[config.mk]
export PLATFORM = sky130hd
export DESIGN_NAME = mux2x1_rr_arbiter
export DESIGN_NICKNAME = d
export VERILOG_FILES = /design/src/rtl/mux2x1_rr_arbiter.sv
export SDC_FILE = /design/constraint.sdc
export NUM_CORES = 1
export LEC_CHECK = 0
export CORE_MARGIN = 5
export CORE_UTILIZATION = 27
export DETAILED_ROUTE_END_ITERATION = 12
export SYNTH_ARGS = -nofsm -noshare
export SYNTH_HDL_FRONTEND = slang
export SYNTH_SLANG_ARGS = --single-unit
[constraint.sdc]
create_clock -name clk -period 2.5 [get_ports clk]
set_input_delay 0.5 -clock clk [delete_from_list [all_inputs] [get_ports clk]]
set_output_delay 0.5 -clock clk [all_outputs]
set_load 0.02 [all_outputs]
[src/rtl/mux2x1_rr_arbiter.sv]
// Round-robin arbiter owning the select of a WIDTH-bit 2:1 mux.
// Grants are held for at most MAXBURST cycles while the other side waits, with gapless handover.
module mux2x1_rr_arbiter #(
    parameter int WIDTH    = 1,
    parameter int MAXBURST = 4
) (
    input  logic             clk,
    input  logic             reset,
    input  logic             req0,
    input  logic             req1,
    input  logic [WIDTH-1:0] a0,
    input  logic [WIDTH-1:0] a1,
    output logic             gnt0,
    output logic             gnt1,
    output logic             s,
    output logic             valid,
    output logic [WIDTH-1:0] y
);

    typedef enum logic [1:0] {IDLE, G0, G1} state_t;

    localparam logic [7:0] CNT_MAX = 8'(MAXBURST - 1);

    state_t     state, next_state;
    logic [7:0] cnt, next_cnt;
    logic       last, next_last;

    always_comb begin
        // NOTE: every output of this block is defaulted first so no path leaves one unassigned (no latch).
        next_state = state;
        next_cnt   = cnt;
        next_last  = last;
        case (state)
            IDLE: begin
                next_cnt = '0;
                // On contention the requester that was not served last wins.
                if (req0 && (!req1 || last))
                    next_state = G0;
                else if (req1)
                    next_state = G1;
            end
            G0: begin
                if (!req0 || cnt == CNT_MAX) begin
                    next_last = 1'b0;
                    next_cnt  = '0;
                    if (req1)      next_state = G1;
                    else if (req0) next_state = G0;
                    else           next_state = IDLE;
                end else begin
                    next_cnt = cnt + 8'd1;
                end
            end
            G1: begin
                if (!req1 || cnt == CNT_MAX) begin
                    next_last = 1'b1;
                    next_cnt  = '0;
                    if (req0)      next_state = G0;
                    else if (req1) next_state = G1;
                    else           next_state = IDLE;
                end else begin
                    next_cnt = cnt + 8'd1;
                end
            end
            default: next_state = IDLE;
        endcase
    end

    // Grants and select are registered from the next state so they change right after the deciding edge.
    always_ff @(posedge clk) begin
        // NOTE: sequential state uses non-blocking assignments so all registers update from pre-edge values.
        if (reset) begin
            state <= IDLE;
            cnt   <= '0;
            last  <= 1'b1;
            gnt0  <= 1'b0;
            gnt1  <= 1'b0;
            s     <= 1'b0;
        end else begin
            state <= next_state;
            cnt   <= next_cnt;
            last  <= next_last;
            gnt0  <= (next_state == G0);
            gnt1  <= (next_state == G1);
            if (next_state == G0)
                s <= 1'b0;
            else if (next_state == G1)
                s <= 1'b1;
        end
    end

    assign valid = gnt0 | gnt1;
    assign y     = valid ? (s ? a1 : a0) : '0;

endmodule

* After elaboration in Yosys (flattened, before gate mapping)
Cells that the tools add are included.
Operators by class: multipliers 0, multiplexer cells 17, shifts and indexed selects 0, order comparisons 0, div/mod/pow operators 0, add/sub/neg operators 1, reductions and logical operators 11, equal/unequal tests 7, bitwise gates (word level) 1
Operators with widths (count):
- $pmux W8 S3 | 1
- $mux W8 | 2
- $mux W2 | 7
- $add A8 B1 Y8 const B | 1
- $eq A8 B2 Y1 const B | 1
- $pmux W2 S3 | 1
- $mux W1 | 5
- $eq A2 B1 Y1 const B | 2
- $eq A2 B2 Y1 const B | 2
- $ne A2 B2 Y1 const B | 2
- $logic_or A1 B1 Y1 | 3
- $reduce_and A3 Y1 | 1
- $reduce_bool A3 Y1 | 1
- $logic_not A1 Y1 | 2
- $logic_not A2 Y1 | 1
- $pmux W1 S2 | 1
- $reduce_bool A2 Y1 | 1
- $reduce_or A2 Y1 | 1
- $logic_and A1 B1 Y1 | 1
- $or A1 B1 Y1 | 1
Storage, ports and cells: flip-flop bits (word level) 14, bits in read-only memories 0, memories 0, latch bits 0, output and inout bits 5, RAM bits 0, word-level logic and storage cells 43

* Longest topological paths before layout
Gate-level depths: netlist (run 1).
depth after elaboration 7, mapped depth 7

* Worst setup path before layout (run 1)
No wires, ideal clock.
path type register to register, from register cnt[0], to register gnt0, setup time 0.087 ns, path buffers 0, required time 2.413 ns, arrival 1.689 ns, cell stages (with the launch flop) 7, setup slack 0.724 ns, cells stage by stage dfxtp_1 -> ha_1 -> nor4b_4 -> nand2_2 -> and4_4 -> a311oi_4 -> nor4b_4
On the way: cells in the longest elaborated chain, start to end 5
Ends and longest elaborated chain:
- start, declared | RTL line 25 | logic [7:0] cnt, next_cnt;
- start signal, assigned | RTL line 80 | cnt <= next_cnt;
- $eq A8 B2 Y1 * | RTL line 43, 54
- $logic_or A1 B1 Y1 (on tied branches) | RTL line 54, 43
- $mux W2 (on tied branches) | RTL line 54, 43
- $pmux W2 S3 * | RTL line 33 | case (state)
- $eq A2 B1 Y1 * | RTL line 82 | gnt0 <= (next_state == G0);
- end signal, assigned | RTL line 82
- end, declared | RTL line 13 | output logic gnt0,
Mark *: on every way between the ends. The rest lies on a longest branch, timed or not. A chain may end at the register's enable or synchronous reset.

* Worst setup path after layout (run 1)
from input a0, to output y
On the way: cells in the longest elaborated chain, start to end 2
Ends and longest elaborated chain:
- start, declared | RTL line 11 | input logic [WIDTH-1:0] a0,
- $mux W1 (2 in series) | RTL line 92 | assign y = valid ? (s ? a1 : a0) : '0;
- end, declared | RTL line 17 | output logic [WIDTH-1:0] y
No other way between the ends.

==> reports/qor.yml, run 1 <==
maxSlewViolCount: 0
multi_input_area_sq_um: 578
holdWs_ns: 0.505
yosysMostFrequentCell: "dfxtp_1"
ctsResizeCount: 0
wirelength_mm: 1.75
worst-setup-path-type: "in -> out"
antenna_found_initial: 0
design.die.area_sq_mm: 0.00452
worstMarginPinSlew_ns: 0.464
fill_cells: 334
viasPerCell: 4.69
post_dp_cell_area_sq_mm: 0.00103
design_area_sq_mm: 0.00107
dr_total_vias: 732
cp_max_fo: 1
fin_crit_sh_pct: 88.3
rows: 20
cts_root_buf: "clkbuf_4"
busiest_layer: "met2"
synthArstFlopShare_pct: 0
ys_top_cells_by_count: "14 x dfxtp_1, 13 x nand2_1, 10 x nor2_1, 6 x ha_1"
finalSetupViolations: 0
crit_path_end_kind: "output pin"
yosysTopAreaCell: "dfxtp_1"
cts_tree: "done"
worstSetupStartpointType: "primary input"
finalClockSkew_ns: 0.00580
dr.pass1.iters: 4
grt_max_degree: 11
crit_slowest_cell: "clkdlybuf4s50_1"
routedWlPerCell_microns: 11.2
area_growth_pct: 20.8
final.min_clock_period_ns: 2.21
path_delay_family: "buffers and inverters"
drtIter0Drc: 30
cts_setup_buffers: 0
start_util_pct: 28.5
place_congestion: 0.877
antenna_cells: 0
die_w_microns: 67.2
maxSlewHeadroom_pct: 69.0
synthDistinctLibCells: 38
vdd_drop_max_mv: 0.295
outcome: "finished, final reports clean"
clk_latency_ns: 0.29
synth_flop_cell: "dfxtp_1"
slowest_delay_ns: 0.60
yosys_warnings: 0
coreArea_sq_mm: 0.00310
cts_max_level: 1
syn_inst: 100
grt_use_met3_pct: 3.33
ys_seq_area_share_pct: 31.7
syn_avg_cell_area_sq_um: 8.85
maxCapViolations: 0
powerDensity_mw_per_mm2: 553
die_h_microns: 67.2
final_cells: 156
setup_ws_ns: 0.293
hp-class: "reg -> reg"
path_buf_inv: 2
cts_buffers: 3
drive_gt1_share_pct: 12.5
drc_errors: 0
path_cells: "clkdlybuf4s50_1 -> mux2i_1 -> nor2_1 -> clkdlybuf4s50_1"
drtAntennaViolNets: 0
grt-ovfl-total: 0
grtUsageMet2_pct: 16.1
synthTopCellsByArea: "dfxtp_1 32%, ha_1 8.5%, nand2_1 5.5%"
clockBufferDepth: 2
grt_first_pass_wirelength_mm: 3.17
grt_usage_pct: 9.00
hold_buffers: 0
cellLeakagePower_nw: 0.373
critical_path_required_ns: 2.00
rsz0062_at_grt: "no"
syn_area_sq_um: 885
max_freq_ghz: 0.453
cts.sinks: 14
finalSetupTns_ns: 0
crit_arrival_ns: 1.71
syn-num-nets: 112
crit_top_cell: "clkdlybuf4s50_1"
synth.top_cell.area_share_pct: 31.7
place_hpwl_mm: 1.34
hold_violations: 0
use_met1_pct: 9.91
finalNetCount: 125
first_global_vias: 738
synth-edff-count: 0
ios: 11
ff_latch_area_sq_um: 280
ys_seq_elements: 14
place_ws_ns: 0.266
io_buffers: 10
dp_cells: 152
path_clk_slew_ns: 0.09
## placed cells by master, fill, tap and decap left out, types with 2 or more instances in the layout
cell type	instances
dfxtp_1	14
nand2_1	13
nor2_1	10
clkdlybuf4s50_1	10
ha_1	6
inv_1	5
a21oi_1	5
o21ai_0	4
nor2b_1	3
nand3_1	3
xor2_1	3
clkbuf_4	3
nor4b_4	2
and2_1	2
nand4b_1	2
nand2b_1	2
nor3_1	2
xnor2_1	2
## routing by layer
| layer | share of wire [%] | routed length (microns) | vias up |
|---|---|---|---|
| li1 | - | - | 376 |
| met1 | 44 | 762 | 343 |
| met5 | 0 | 0 | - |
| met2 | 51 | 898 | 11 |
| met3 | 4.6 | 80 | 2 |
| met4 | 0.40 | 7 | 0 |
## cell type report
cell class                 instances  area share (%)
clock buffer                       4            3.40
inverter                           5            1.76
multi-input combinational         79            54.1
sequential                        14            26.2
tap                               44            5.15
timing repair buffer              10            9.37
## worst min-delay path: cells and delay by family, from the launching register on
| kind | cells | cell delay [ns] |
|---|---|---|
| AOI/OAI and AO/OA | 1 | 0.05 |
| and+or+nand+nor | 1 | 0.07 |
| DFF | 1 | 0.34 |
## report_power, final
group / leakage [nW] / internal [mW] / total (mW) / switching, mW
sequential: 0.114 / 0.237 / 0.254 / 0.0165
combinational: 0.238 / 0.0851 / 0.171 / 0.0856
clock: 0.0210 / 0.0887 / 0.166 / 0.0777
## registers in the layout (all words and copies together) (netlist names)
name,count
s,1
gnt0,1
gnt1,1
last,1
state,2
cnt,8
## cell families after synthesis
| kind of cell | Yosys count | synth area share (%) |
|---|---|---|
| muxes | 2 | 2.40 |
| and+or+nand+nor | 46 | 31.5 |
| buffers and inverters | 7 | 2.97 |
| xor gates and xnor gates | 5 | 4.95 |
| adders and majority gates | 6 | 8.49 |
| AOI/OAI and AO/OA | 20 | 18.0 |
| DFF | 14 | 31.7 |
## stage by stage
stage / util [%] / total power, mW
after floorplan: - / 0.374
after global placement: 33.3 / 0.429
after detailed placement: 33.3 / 0.431
after CTS: 34.4 / 0.598
after global routing: 34.4 / 0.631
final: 34.4 / 0.591
## path summary, 6_finish.rpt
path / start / end / slack (ns) / cells past startpoint
worst max-delay path: a0 / y / 0.29 / 4
worst min register to register: cnt[1]$_SDFFE_PP0P_ / cnt[1]$_SDFFE_PP0P_ / 0.50 / 2
worst max register to register: cnt[0]$_SDFFE_PP0P_ / gnt0$_SDFF_PP0_ / 0.49 / 6
worst min-delay path: cnt[1]$_SDFFE_PP0P_ / cnt[1]$_SDFFE_PP0P_ / 0.50 / 2
(Power assumes the default switching activity.)
==> inputs of run 2 (changes only) <==
Settings changed: CORE_MARGIN 5 to 4, SLEW_MARGIN from default to 5.
==> reports/qor.yml, run 2 (synthesized netlist as in run 1, its figures left out) <==
outcome: "finished, final reports clean"
drc_errors: 0
place_congestion: 0.944
path_clk_slew_ns: 0.08
cts.sinks: 14
p_total_mw: 0.585
drive_gt1_share_pct: 12.5
met1Wirelength_microns: 713
layout_commonest_cell: "dfxtp_1"
worst-setup-path-type: "in -> out"
cp_max_fo: 1
ctsResizeCount: 0
dr_total_vias: 720
cts_max_level: 1
cts_buffers: 3
io_buffers: 10
cellLeakagePower_nw: 0.373
grt_usage_pct: 8.88
coreArea_sq_mm: 0.00310
rows: 20
die_w_microns: 65.2
crit_path_end_kind: "output pin"
maxSlewViolCount: 0
hp-class: "reg -> reg"
worstSetupStartpointType: "primary input"
clk_latency_ns: 0.28
cts_root_buf: "clkbuf_4"
ff2ff_setup_slack_ns: 0.48
final_cells: 156
reg2reg_depth: 6
endpoint: "y"
antenna_found_initial: 0
rsz0062_at_grt: "no"
hold_violations: 0
dr.pass1.iters: 4
finalClockSkew_ns: 0.00472
place_hpwl_mm: 1.36
finalSetupTns_ns: 0
startpoint: "a1"
ios: 11
wl_met2_microns: 927
regMostFlops: "cnt"
area_growth_pct: 20.8
holdWs_ns: 0.508
maxCapViolations: 0
antenna_cells: 0
fill_cells: 335
grt_max_degree: 11
design.die.area_sq_mm: 0.00426
routedWlPerCell_microns: 10.9
final.min_clock_period_ns: 2.22
dp_cells: 152
cts_setup_buffers: 0
die_h_microns: 65.2
vdd_drop_max_mv: 0.194
grt-ovfl-total: 0
finalSetupViolations: 0
finalNetCount: 125
fin_crit_sh_pct: 88.7
max_freq_ghz: 0.451
wirelength_mm: 1.70
grt_first_pass_wirelength_mm: 3.00
cts_tree: "done"
largest_register_ffs: 8
reg_top3: "cnt (8), state (2)"
dr_wl_met3_microns: 48
crit-reg2reg-launch: "cnt[0]$_SDFFE_PP0P_"
drtAntennaViolNets: 0
hold_buffers: 0
clockBufferDepth: 2
first_global_vias: 687
r2r-end: "gnt0$_SDFF_PP0_"
routed.top_layer: "met4"
critical_path_required_ns: 2.00
worstMarginPinSlew_ns: 0.456
crit_arrival_ns: 1.72
powerDensity_mw_per_mm2: 548
viasPerCell: 4.62
drtIter0Drc: 23
mostFrequentLayoutCells: "14 x dfxtp_1, 13 x nand2_1, 10 x nor2_1, 10 x clkdlybuf4s50_1, 6 x ha_1"
maxSlewHeadroom_pct: 69.6
start_util_pct: 28.5
[run 2: layout make-up]
type | count | area, sq um | area share (%)
clock buffers | 4 | 36.3 | 3.40
inverters | 5 | 18.8 | 1.76
multi-input cells | 79 | 578 | 54.1
flip-flops and latches | 14 | 280 | 26.2
well taps | 44 | 55.1 | 5.15
repair buffers | 10 | 100 | 9.37
[run 2: worst min-delay path by stage]
stage,start,to,slack (ns),cells past startpoint
2_1_floorplan,cnt[1]$_SDFFE_PP0P_,cnt[1]$_SDFFE_PP0P_,0.47,2
3_3_place_gp,cnt[1]$_SDFFE_PP0P_,cnt[1]$_SDFFE_PP0P_,0.49,2
3_5_place_dp,cnt[1]$_SDFFE_PP0P_,cnt[1]$_SDFFE_PP0P_,0.50,2
4_1_cts,cnt[1]$_SDFFE_PP0P_,cnt[1]$_SDFFE_PP0P_,0.51,2
5_1_grt,cnt[0]$_SDFFE_PP0P_,cnt[0]$_SDFFE_PP0P_,0.54,2
6_report,cnt[1]$_SDFFE_PP0P_,cnt[1]$_SDFFE_PP0P_,0.51,2
[run 2: routing by layer]
| layer | up-vias | track usage, % |
|---|---|---|
| li1 | 374 | - |
| met1 | 335 | 9.48 |
| met2 | 9 | 16.4 |
| met3 | 2 | 3.08 |
| met4 | 0 | 2.33 |
| met5 | - | 0 |
[run 2: critical path: stages]
cell and delay, ns:
clkdlybuf4s50_1 0.45, mux2i_1 0.06, nor2_1 0.09, clkdlybuf4s50_1 0.61
[run 2: power by group]
part | leakage (nW) | switching (mW) | internal (mW)
Sequential | 0.114 | 0.0168 | 0.237
Combinational | 0.238 | 0.0857 | 0.0853
Clock | 0.0210 | 0.0718 | 0.0885
[run 2: stage by stage]
| stage | setup slack (ns) | instance area, sq um | util (%) |
|---|---|---|---|
| finish | 0.283 | 1070 | 34.4 |
| global route | 0.225 | 1070 | 34.4 |
| CTS | 0.278 | 1070 | 34.4 |
| detailed placement | 0.284 | 1030 | 33.3 |
| global placement | 0.294 | 1030 | 33.3 |
| floorplan | 0.724 | 885 | - |
==> inputs of run 3 (changes only) <==
Settings changed: SLEW_MARGIN 5 to 20.
==> results of run 3 <==
No change in the layout: final DEF, timing and power equal those of run 2.
